## config.mk

```make
export PLATFORM = sky130hd
export DESIGN_NAME = vx_tlb_flat
export DESIGN_NICKNAME = d
export VERILOG_FILES = /design/src/rtl/vx_tlb_if.sv /design/src/rtl/vx_tlb.sv /design/src/flat_wrapper.sv
export SDC_FILE = /design/constraint.sdc
export NUM_CORES = 1
export LEC_CHECK = 0
export CAP_MARGIN = 20
export CELL_PAD_IN_SITES_DETAIL_PLACEMENT = 1
export CELL_PAD_IN_SITES_GLOBAL_PLACEMENT = 1
export CORE_MARGIN = 3
export CORE_UTILIZATION = 30
export DETAILED_ROUTE_END_ITERATION = 8
export PLACE_DENSITY = 0.51
export RECOVER_POWER = 50
export SKIP_CTS_REPAIR_TIMING = 1
export SYNTH_ARGS = -nofsm -noshare
export SYNTH_HDL_FRONTEND = slang
export SYNTH_SLANG_ARGS = --single-unit
```

## constraint.sdc

```tcl
create_clock -name clk -period 6.2 [get_ports clk]
set_input_delay 1.24 -clock clk [delete_from_list [all_inputs] [get_ports clk]]
set_output_delay 1.24 -clock clk [all_outputs]
set_load 0.02 [all_outputs]
```

## src/rtl/vx_tlb_if.sv

```systemverilog
// rtl/vx_tlb_if.sv - lookup, response, walker and flush signals of vx_tlb
//
// Groups every non-clock/reset signal of the TLB.
//   slave  : the TLB side (drives req_ready, rsp_*, tlb_miss, miss_vpn)
//   master : the LSU/walker side (drives req_*, rsp_ready, ptw_*, flush)
interface vx_tlb_if #(
    parameter int VPN_WIDTH = 27,
    parameter int PPN_WIDTH = 44
);
    logic                 req_valid;
    logic [VPN_WIDTH-1:0] req_vpn;
    logic                 req_ready;
    logic                 rsp_valid;
    logic [PPN_WIDTH-1:0] rsp_ppn;
    logic                 rsp_fault;
    logic                 rsp_ready;
    logic                 tlb_miss;
    logic [VPN_WIDTH-1:0] miss_vpn;
    logic                 ptw_busy;
    logic                 ptw_done;
    logic [PPN_WIDTH-1:0] ptw_ppn;
    logic [1:0]           ptw_error;
    logic                 flush;

    modport slave (
        input  req_valid, req_vpn, rsp_ready, ptw_busy, ptw_done, ptw_ppn, ptw_error, flush,
        output req_ready, rsp_valid, rsp_ppn, rsp_fault, tlb_miss, miss_vpn
    );

    modport master (
        output req_valid, req_vpn, rsp_ready, ptw_busy, ptw_done, ptw_ppn, ptw_error, flush,
        input  req_ready, rsp_valid, rsp_ppn, rsp_fault, tlb_miss, miss_vpn
    );
endinterface

```

## src/rtl/vx_tlb.sv

```systemverilog
// rtl/vx_tlb.sv - fully-associative TLB in front of the page table walker
//
// Ports:
//   clk, reset   : clock, synchronous active-high reset
//   bus (slave)  : lookup request/response, walker miss/done handshake, flush
//   perf_hits    : (VX_TLB_PERF_EN only) count of LOOKUP hits, wraps at 2^32
//   perf_misses  : (VX_TLB_PERF_EN only) count of LOOKUP misses, wraps at 2^32
// Optional feature macro: VX_TLB_PERF_EN
module vx_tlb #(
    parameter int NUM_ENTRIES = 8,
    parameter int VPN_WIDTH   = 27,
    parameter int PPN_WIDTH   = 44
) (
    input  logic         clk,
    input  logic         reset,
    vx_tlb_if.slave      bus
`ifdef VX_TLB_PERF_EN
    ,
    output logic [31:0]  perf_hits,
    output logic [31:0]  perf_misses
`endif
);
    localparam int IDX_W = $clog2(NUM_ENTRIES);

    typedef enum logic [2:0] {IDLE, LOOKUP, MISS, WAIT, RESP} state_t;

    state_t               state;
    logic [VPN_WIDTH-1:0] vpn_q;
    logic [NUM_ENTRIES-1:0] valid;
    logic [VPN_WIDTH-1:0] tag_arr [NUM_ENTRIES];
    logic [PPN_WIDTH-1:0] ppn_arr [NUM_ENTRIES];
    logic [IDX_W-1:0]     rr_ptr;

    logic                 req_ready_q;
    logic                 rsp_valid_q;
    logic [PPN_WIDTH-1:0] rsp_ppn_q;
    logic                 rsp_fault_q;
    logic                 tlb_miss_q;
    logic [VPN_WIDTH-1:0] miss_vpn_q;

    assign bus.req_ready = req_ready_q;
    assign bus.rsp_valid = rsp_valid_q;
    assign bus.rsp_ppn   = rsp_ppn_q;
    assign bus.rsp_fault = rsp_fault_q;
    assign bus.tlb_miss  = tlb_miss_q;
    assign bus.miss_vpn  = miss_vpn_q;

    // Parallel tag match; scanning downward leaves the lowest matching index.
    logic             any_match;
    logic [IDX_W-1:0] hit_idx;
    logic             hit;

    always_comb begin
        any_match = 1'b0;
        hit_idx   = '0;
        for (int i = NUM_ENTRIES - 1; i >= 0; i--) begin
            if (valid[i] && (tag_arr[i] == vpn_q)) begin
                any_match = 1'b1;
                hit_idx   = IDX_W'(i);
            end
        end
    end

    // A flush landing on the compare cycle must not return a stale entry.
    assign hit = any_match && !bus.flush;

    // Victim: lowest invalid entry, otherwise the round-robin pointer.
    logic [IDX_W-1:0] victim_idx;
    logic             victim_is_rr;

    always_comb begin
        victim_idx   = rr_ptr;
        victim_is_rr = 1'b1;
        for (int i = NUM_ENTRIES - 1; i >= 0; i--) begin
            if (!valid[i]) begin
                victim_idx   = IDX_W'(i);
                victim_is_rr = 1'b0;
            end
        end
    end

    // A flush in the same cycle as a fill suppresses the write.
    logic fill_en;
    assign fill_en = (state == WAIT) && bus.ptw_done && (bus.ptw_error == 2'd0) && !bus.flush;

    always_ff @(posedge clk) begin
        if (fill_en) begin
            tag_arr[victim_idx] <= vpn_q;
            ppn_arr[victim_idx] <= bus.ptw_ppn;
        end
    end

    always_ff @(posedge clk) begin
        if (reset) begin
            state       <= IDLE;
            vpn_q       <= '0;
            valid       <= '0;
            rr_ptr      <= '0;
            req_ready_q <= 1'b1;
            rsp_valid_q <= 1'b0;
            rsp_ppn_q   <= '0;
            rsp_fault_q <= 1'b0;
            tlb_miss_q  <= 1'b0;
            miss_vpn_q  <= '0;
`ifdef VX_TLB_PERF_EN
            perf_hits   <= '0;
            perf_misses <= '0;
`endif
        end else begin
            tlb_miss_q <= 1'b0;
            case (state)
                IDLE: begin
                    if (bus.req_valid) begin
                        vpn_q       <= bus.req_vpn;
                        req_ready_q <= 1'b0;
                        state       <= LOOKUP;
                    end
                end
                LOOKUP: begin
                    if (hit) begin
                        rsp_ppn_q   <= ppn_arr[hit_idx];
                        rsp_fault_q <= 1'b0;
                        rsp_valid_q <= 1'b1;
                        state       <= RESP;
`ifdef VX_TLB_PERF_EN
                        perf_hits   <= perf_hits + 32'd1;
`endif
                    end else begin
                        state       <= MISS;
`ifdef VX_TLB_PERF_EN
                        perf_misses <= perf_misses + 32'd1;
`endif
                    end
                end
                MISS: begin
                    if (!bus.ptw_busy) begin
                        tlb_miss_q <= 1'b1;
                        miss_vpn_q <= vpn_q;
                        state      <= WAIT;
                    end
                end
                WAIT: begin
                    if (bus.ptw_done) begin
                        rsp_valid_q <= 1'b1;
                        state       <= RESP;
                        if (bus.ptw_error == 2'd0) begin
                            rsp_ppn_q   <= bus.ptw_ppn;
                            rsp_fault_q <= 1'b0;
                            if (fill_en) begin
                                valid[victim_idx] <= 1'b1;
                                if (victim_is_rr) begin
                                    rr_ptr <= rr_ptr + IDX_W'(1);
                                end
                            end
                        end else begin
                            rsp_ppn_q   <= '0;
                            rsp_fault_q <= 1'b1;
                        end
                    end
                end
                RESP: begin
                    if (bus.rsp_ready) begin
                        rsp_valid_q <= 1'b0;
                        req_ready_q <= 1'b1;
                        state       <= IDLE;
                    end
                end
                default: state <= IDLE;
            endcase
            if (bus.flush) begin
                valid <= '0;
            end
        end
    end
endmodule

```

## src/flat_wrapper.sv

```systemverilog
// flat-port wrapper written by rule: the top's interface ports become plain ports
module vx_tlb_flat 
#(
    parameter int NUM_ENTRIES = 8,
    parameter int VPN_WIDTH   = 27,
    parameter int PPN_WIDTH   = 44
)
  (clk, reset, bus_req_valid, bus_req_vpn, bus_rsp_ready, bus_ptw_busy, bus_ptw_done, bus_ptw_ppn, bus_ptw_error, bus_flush, bus_req_ready, bus_rsp_valid, bus_rsp_ppn, bus_rsp_fault, bus_tlb_miss, bus_miss_vpn);
  vx_tlb_if #(.VPN_WIDTH(VPN_WIDTH), .PPN_WIDTH(PPN_WIDTH)) bus_i ();
  input  logic clk;
  input  logic reset;
  input wire logic [$bits(bus_i.req_valid)-1:0] bus_req_valid;
  input wire logic [$bits(bus_i.req_vpn)-1:0] bus_req_vpn;
  input wire logic [$bits(bus_i.rsp_ready)-1:0] bus_rsp_ready;
  input wire logic [$bits(bus_i.ptw_busy)-1:0] bus_ptw_busy;
  input wire logic [$bits(bus_i.ptw_done)-1:0] bus_ptw_done;
  input wire logic [$bits(bus_i.ptw_ppn)-1:0] bus_ptw_ppn;
  input wire logic [$bits(bus_i.ptw_error)-1:0] bus_ptw_error;
  input wire logic [$bits(bus_i.flush)-1:0] bus_flush;
  output wire logic [$bits(bus_i.req_ready)-1:0] bus_req_ready;
  output wire logic [$bits(bus_i.rsp_valid)-1:0] bus_rsp_valid;
  output wire logic [$bits(bus_i.rsp_ppn)-1:0] bus_rsp_ppn;
  output wire logic [$bits(bus_i.rsp_fault)-1:0] bus_rsp_fault;
  output wire logic [$bits(bus_i.tlb_miss)-1:0] bus_tlb_miss;
  output wire logic [$bits(bus_i.miss_vpn)-1:0] bus_miss_vpn;
  assign bus_i.req_valid = bus_req_valid;
  assign bus_i.req_vpn = bus_req_vpn;
  assign bus_i.rsp_ready = bus_rsp_ready;
  assign bus_i.ptw_busy = bus_ptw_busy;
  assign bus_i.ptw_done = bus_ptw_done;
  assign bus_i.ptw_ppn = bus_ptw_ppn;
  assign bus_i.ptw_error = bus_ptw_error;
  assign bus_i.flush = bus_flush;
  assign bus_req_ready = bus_i.req_ready;
  assign bus_rsp_valid = bus_i.rsp_valid;
  assign bus_rsp_ppn = bus_i.rsp_ppn;
  assign bus_rsp_fault = bus_i.rsp_fault;
  assign bus_tlb_miss = bus_i.tlb_miss;
  assign bus_miss_vpn = bus_i.miss_vpn;
  vx_tlb #(.NUM_ENTRIES(NUM_ENTRIES), .VPN_WIDTH(VPN_WIDTH), .PPN_WIDTH(PPN_WIDTH)) u_core (.clk(clk), .reset(reset), .bus(bus_i));
endmodule
```

==> flow_metrics.py <==
metrics = {
    "timing": {
        "fmax_mhz": 208,
        "finalCritPeriodShare_pct": 77.4,
        "tns_ns": 0,
        "fin_ws_ns": 1.40,
        "slew_headroom_pct": -6.11,
        "setup_violations": 0,
        "min_period_ns": 4.80,
        "skew_ns": 0.0217,
        "rsz0062_at_grt": "false",
        "tightestPinTransition_ns": 1.59,
        "drv_slew": 37,
        "finalHoldViolCount": 0,
    },
    "floorplan": {
        "dieWidth_um": 313,
        "die_h_um": 313,
        "dieArea_um2": 97900,
        "start_util_pct": 30.6,
        "boundaryPins": 155,
        "core-area_um2": 92500,
        "rows": 111,
    },
    "synth": {
        "synth_nets": 1962,
        "synthSimpleGateAreaFrac_pct": 7.87,
        "netlist_instances": 1881,
        "yosys_most_used_dff": "edfxtp_1",
        "synth_mux_area_share_pct": 7.86,
        "synthArstFlopShare_pct": 0,
        "synth_fa_ha_area_share_pct": 0.0443,
        "ys_types": 53,
        "synth-edff-count": 568,
        "yosysSeqAreaShare_pct": 68.6,
        "synth_top_family_by_area": "simple AND/OR/NAND/NOR gates",
        "synthXorXnorAreaFrac_pct": 6.94,
        "synth-compound-area-share_pct": 6.41,
        "synth_warnings": 0,
        "syn_area_um2": 28300,
        "ys_ff_latch": 684,
        "avgSynthCellArea_um2": 15.0,
    },
    "global_routing": {
        "grt_pass1_vias": 17600,
        "overflow": 0,
        "grt_pass1_wl_um": 119000,
        "grtUsageTotal_pct": 16.3,
        "grt_start_max_net_pins": 96,
        "antenna_found_initial": 2,
    },
    "run_status": {
        "run_status": "complete, but fails checks",
        "violations": "max-capacitance violations, max-slew violations",
    },
    "setup_path": {
        "rrSetupSlack_ns": 1.40,
        "r2r_cells": 11,
        "critical_path_class": "reg2reg",
        "end_kind": "flip-flop",
        "cp.required_ns": 6.71,
        "r2r_end": "u_core.bus.rsp_ppn[24]$_SDFFE_PP0P_",
        "cp-start-kind": "flip-flop",
        "arrival_ns": 5.30,
        "r2r_start": "u_core.vpn_q[21]$_SDFFE_PP0P_",
        "path_max_fanout": 44,
    },
    "worst_hold_path": {
        "min_path_type": "reg2reg",
        "min_from": "u_core.bus.miss_vpn[16]$_SDFFE_PP0P_",
        "hold_path_end": "u_core.bus.miss_vpn[16]$_SDFFE_PP0P_",
        "hold_depth": 2,
    },
    "routing": {
        "vias_per_cell": 4.90,
        "drtAntennaViolNets": 0,
        "wl_per_cell_um": 23.8,
        "totalWireLength_um": 80400,
        "drc_errors": 0,
        "first_pass_iters": 5,
        "num_vias": 16600,
        "drt_iter0_markers": 1171,
    },
    "layout": {
        "synthToLayoutAreaGrowth_pct": 19.9,
        "antennaDiodeCount": 0,
        "layout_common_cells": "edfxtp_1 (568), mux2i_1 (222), nand2_1 (174)",
        "layout_commonest_cell": "edfxtp_1",
        "drive_above_1_share_pct": 9.81,
        "fin_nets": 2158,
    },
    "clock_network": {
        "clk_path_buf_depth": 3,
        "cts_tree": "done",
        "cts_num_sinks": 684,
        "path_clk_slew_ns": 0.05,
        "root_buffer": "clkbuf_16",
        "numCtsBuffers": 78,
        "cts_max_level": 3,
        "clk_latency_ns": 0.63,
    },
    "place": {
        "dp_slack_ns": 1.58,
        "hpwl_um": 50400,
        "io_buffer_count": 154,
        "gp_congestion": 0.768,
    },
    "run": {
        "cap_violations": 2,
    },
    "power_and_ir_drop": {
        "p_leak_nw": 11.1,
        "power_density_nw_per_um2": 293,
        "peakVddDrop_mv": 0.182,
    },
}
## cells in the mapped netlist, types with 3 or more instances
cell type | instances | area [µm²]
a21o_1 | 44 | 330
a21oi_1 | 63 | 315
a221oi_1 | 4 | 35.0
a221oi_2 | 40 | 601
a32oi_1 | 44 | 385
buf_1 | 7 | 26.3
buf_2 | 24 | 120
buf_4 | 19 | 143
buf_6 | 15 | 169
clkbuf_1 | 45 | 169
dfxtp_1 | 116 | 2320
edfxtp_1 | 568 | 17100
inv_1 | 7 | 26.3
mux2i_1 | 222 | 2220
nand2_1 | 174 | 653
nand2b_1 | 48 | 300
nand3_1 | 14 | 70.1
nand4_1 | 47 | 294
nand4b_1 | 5 | 43.8
nor2_1 | 26 | 97.6
nor2b_1 | 4 | 25.0
nor3_1 | 8 | 40.0
nor4_1 | 65 | 407
nor4b_1 | 13 | 114
o21a_1 | 3 | 22.5
o21ai_1 | 3 | 15.0
or4_1 | 6 | 45.0
xnor2_1 | 84 | 736
xnor2_2 | 7 | 114
xor2_1 | 127 | 1110
## flip-flops by register name (all words and copies together) (netlist names)
signal,count
u_core.ppn_arr,352
u_core.tag_arr,216
u_core.bus.rsp_ppn,44
u_core.bus.miss_vpn,27
u_core.vpn_q,27
u_core.valid,8
u_core.rr_ptr,3
u_core.state,3
u_core.bus.req_ready,1
u_core.bus.rsp_fault,1
u_core.bus.rsp_valid,1
u_core.bus.tlb_miss,1
## per-stage QoR
stage	hold WS, ns	cell area (µm²)	total power (W)	util [%]	std cells
finish	0.451	33900	0.00994	36.6	3384
global route	0.483	33900	0.0103	36.6	3384
CTS	0.459	34000	0.0101	36.7	3382
detailed placement	0.451	31500	0.00559	34.0	3238
global placement	0.448	31500	0.00558	34.0	3236
floorplan	0.485	28300	0.00534	-	1881
## worst max-delay path: stages (launching register included)
cell	delay, ns
dfxtp_1	0.34
clkbuf_1	1.07
xor2_1	0.25
nor4_1	0.33
nand3_1	0.14
nor4_1	0.58
a211oi_1	0.13
o21ai_1	0.44
nor2b_4	0.23
buf_4	0.61
a32oi_1	0.28
a21o_1	0.24
## cells by family (layout without fill, tap and decap cells)
group | after synthesis | after routing
mux | 222 | 222
buf+inv | 117 | 377
simple gates | 426 | 426
fa+ha+maj | 1 | 1
xor+xnor | 218 | 218
compound gates | 213 | 213
flops | 684 | 684
## how the worst max path moves through the flow
stage / startpoint / endpoint / slack (ns) / depth (start not counted)
after floorplan: bus_ptw_error[1] / u_core.ppn_arr[6][0]$_DFFE_PP_ / 0.40 / 6
after global placement: bus_ptw_error[1] / u_core.ppn_arr[4][34]$_DFFE_PP_ / 1.55 / 8
after detailed placement: bus_ptw_error[1] / u_core.ppn_arr[4][32]$_DFFE_PP_ / 1.58 / 8
after CTS: u_core.vpn_q[20]$_SDFFE_PP0P_ / u_core.bus.rsp_ppn[27]$_SDFFE_PP0P_ / 1.73 / 10
after global routing: u_core.vpn_q[8]$_SDFFE_PP0P_ / u_core.bus.rsp_ppn[15]$_SDFFE_PP0P_ / 1.07 / 11
final: u_core.vpn_q[21]$_SDFFE_PP0P_ / u_core.bus.rsp_ppn[24]$_SDFFE_PP0P_ / 1.40 / 11
## power by group
group | internal [W] | switching (W)
sequential | 0.00500 | 0.0000585
combinational | 0.000135 | 0.000270
clock | 0.00264 | 0.00184
## layer usage
layer  wire length, µm  track usage, %  vias to the layer above
li1                  -               -                     7554
met1             38000            22.6                     8599
met2             37700            26.7                      336
met3              3230            2.66                      100
met4              1510            3.77                        0
met5                 0               0                        -
## cell type report
cell class                 instances  area [µm²]
clock buffer                     119        2250
clock inverter                    25         245
fill                            9505       58600
inverter                           7        26.3
multi-input combinational       1080        8360
sequential                       684       19400
tap                             1243        1560
timing repair buffer             226        2060
No activity file was read; power rests on OpenSTA's default activity.
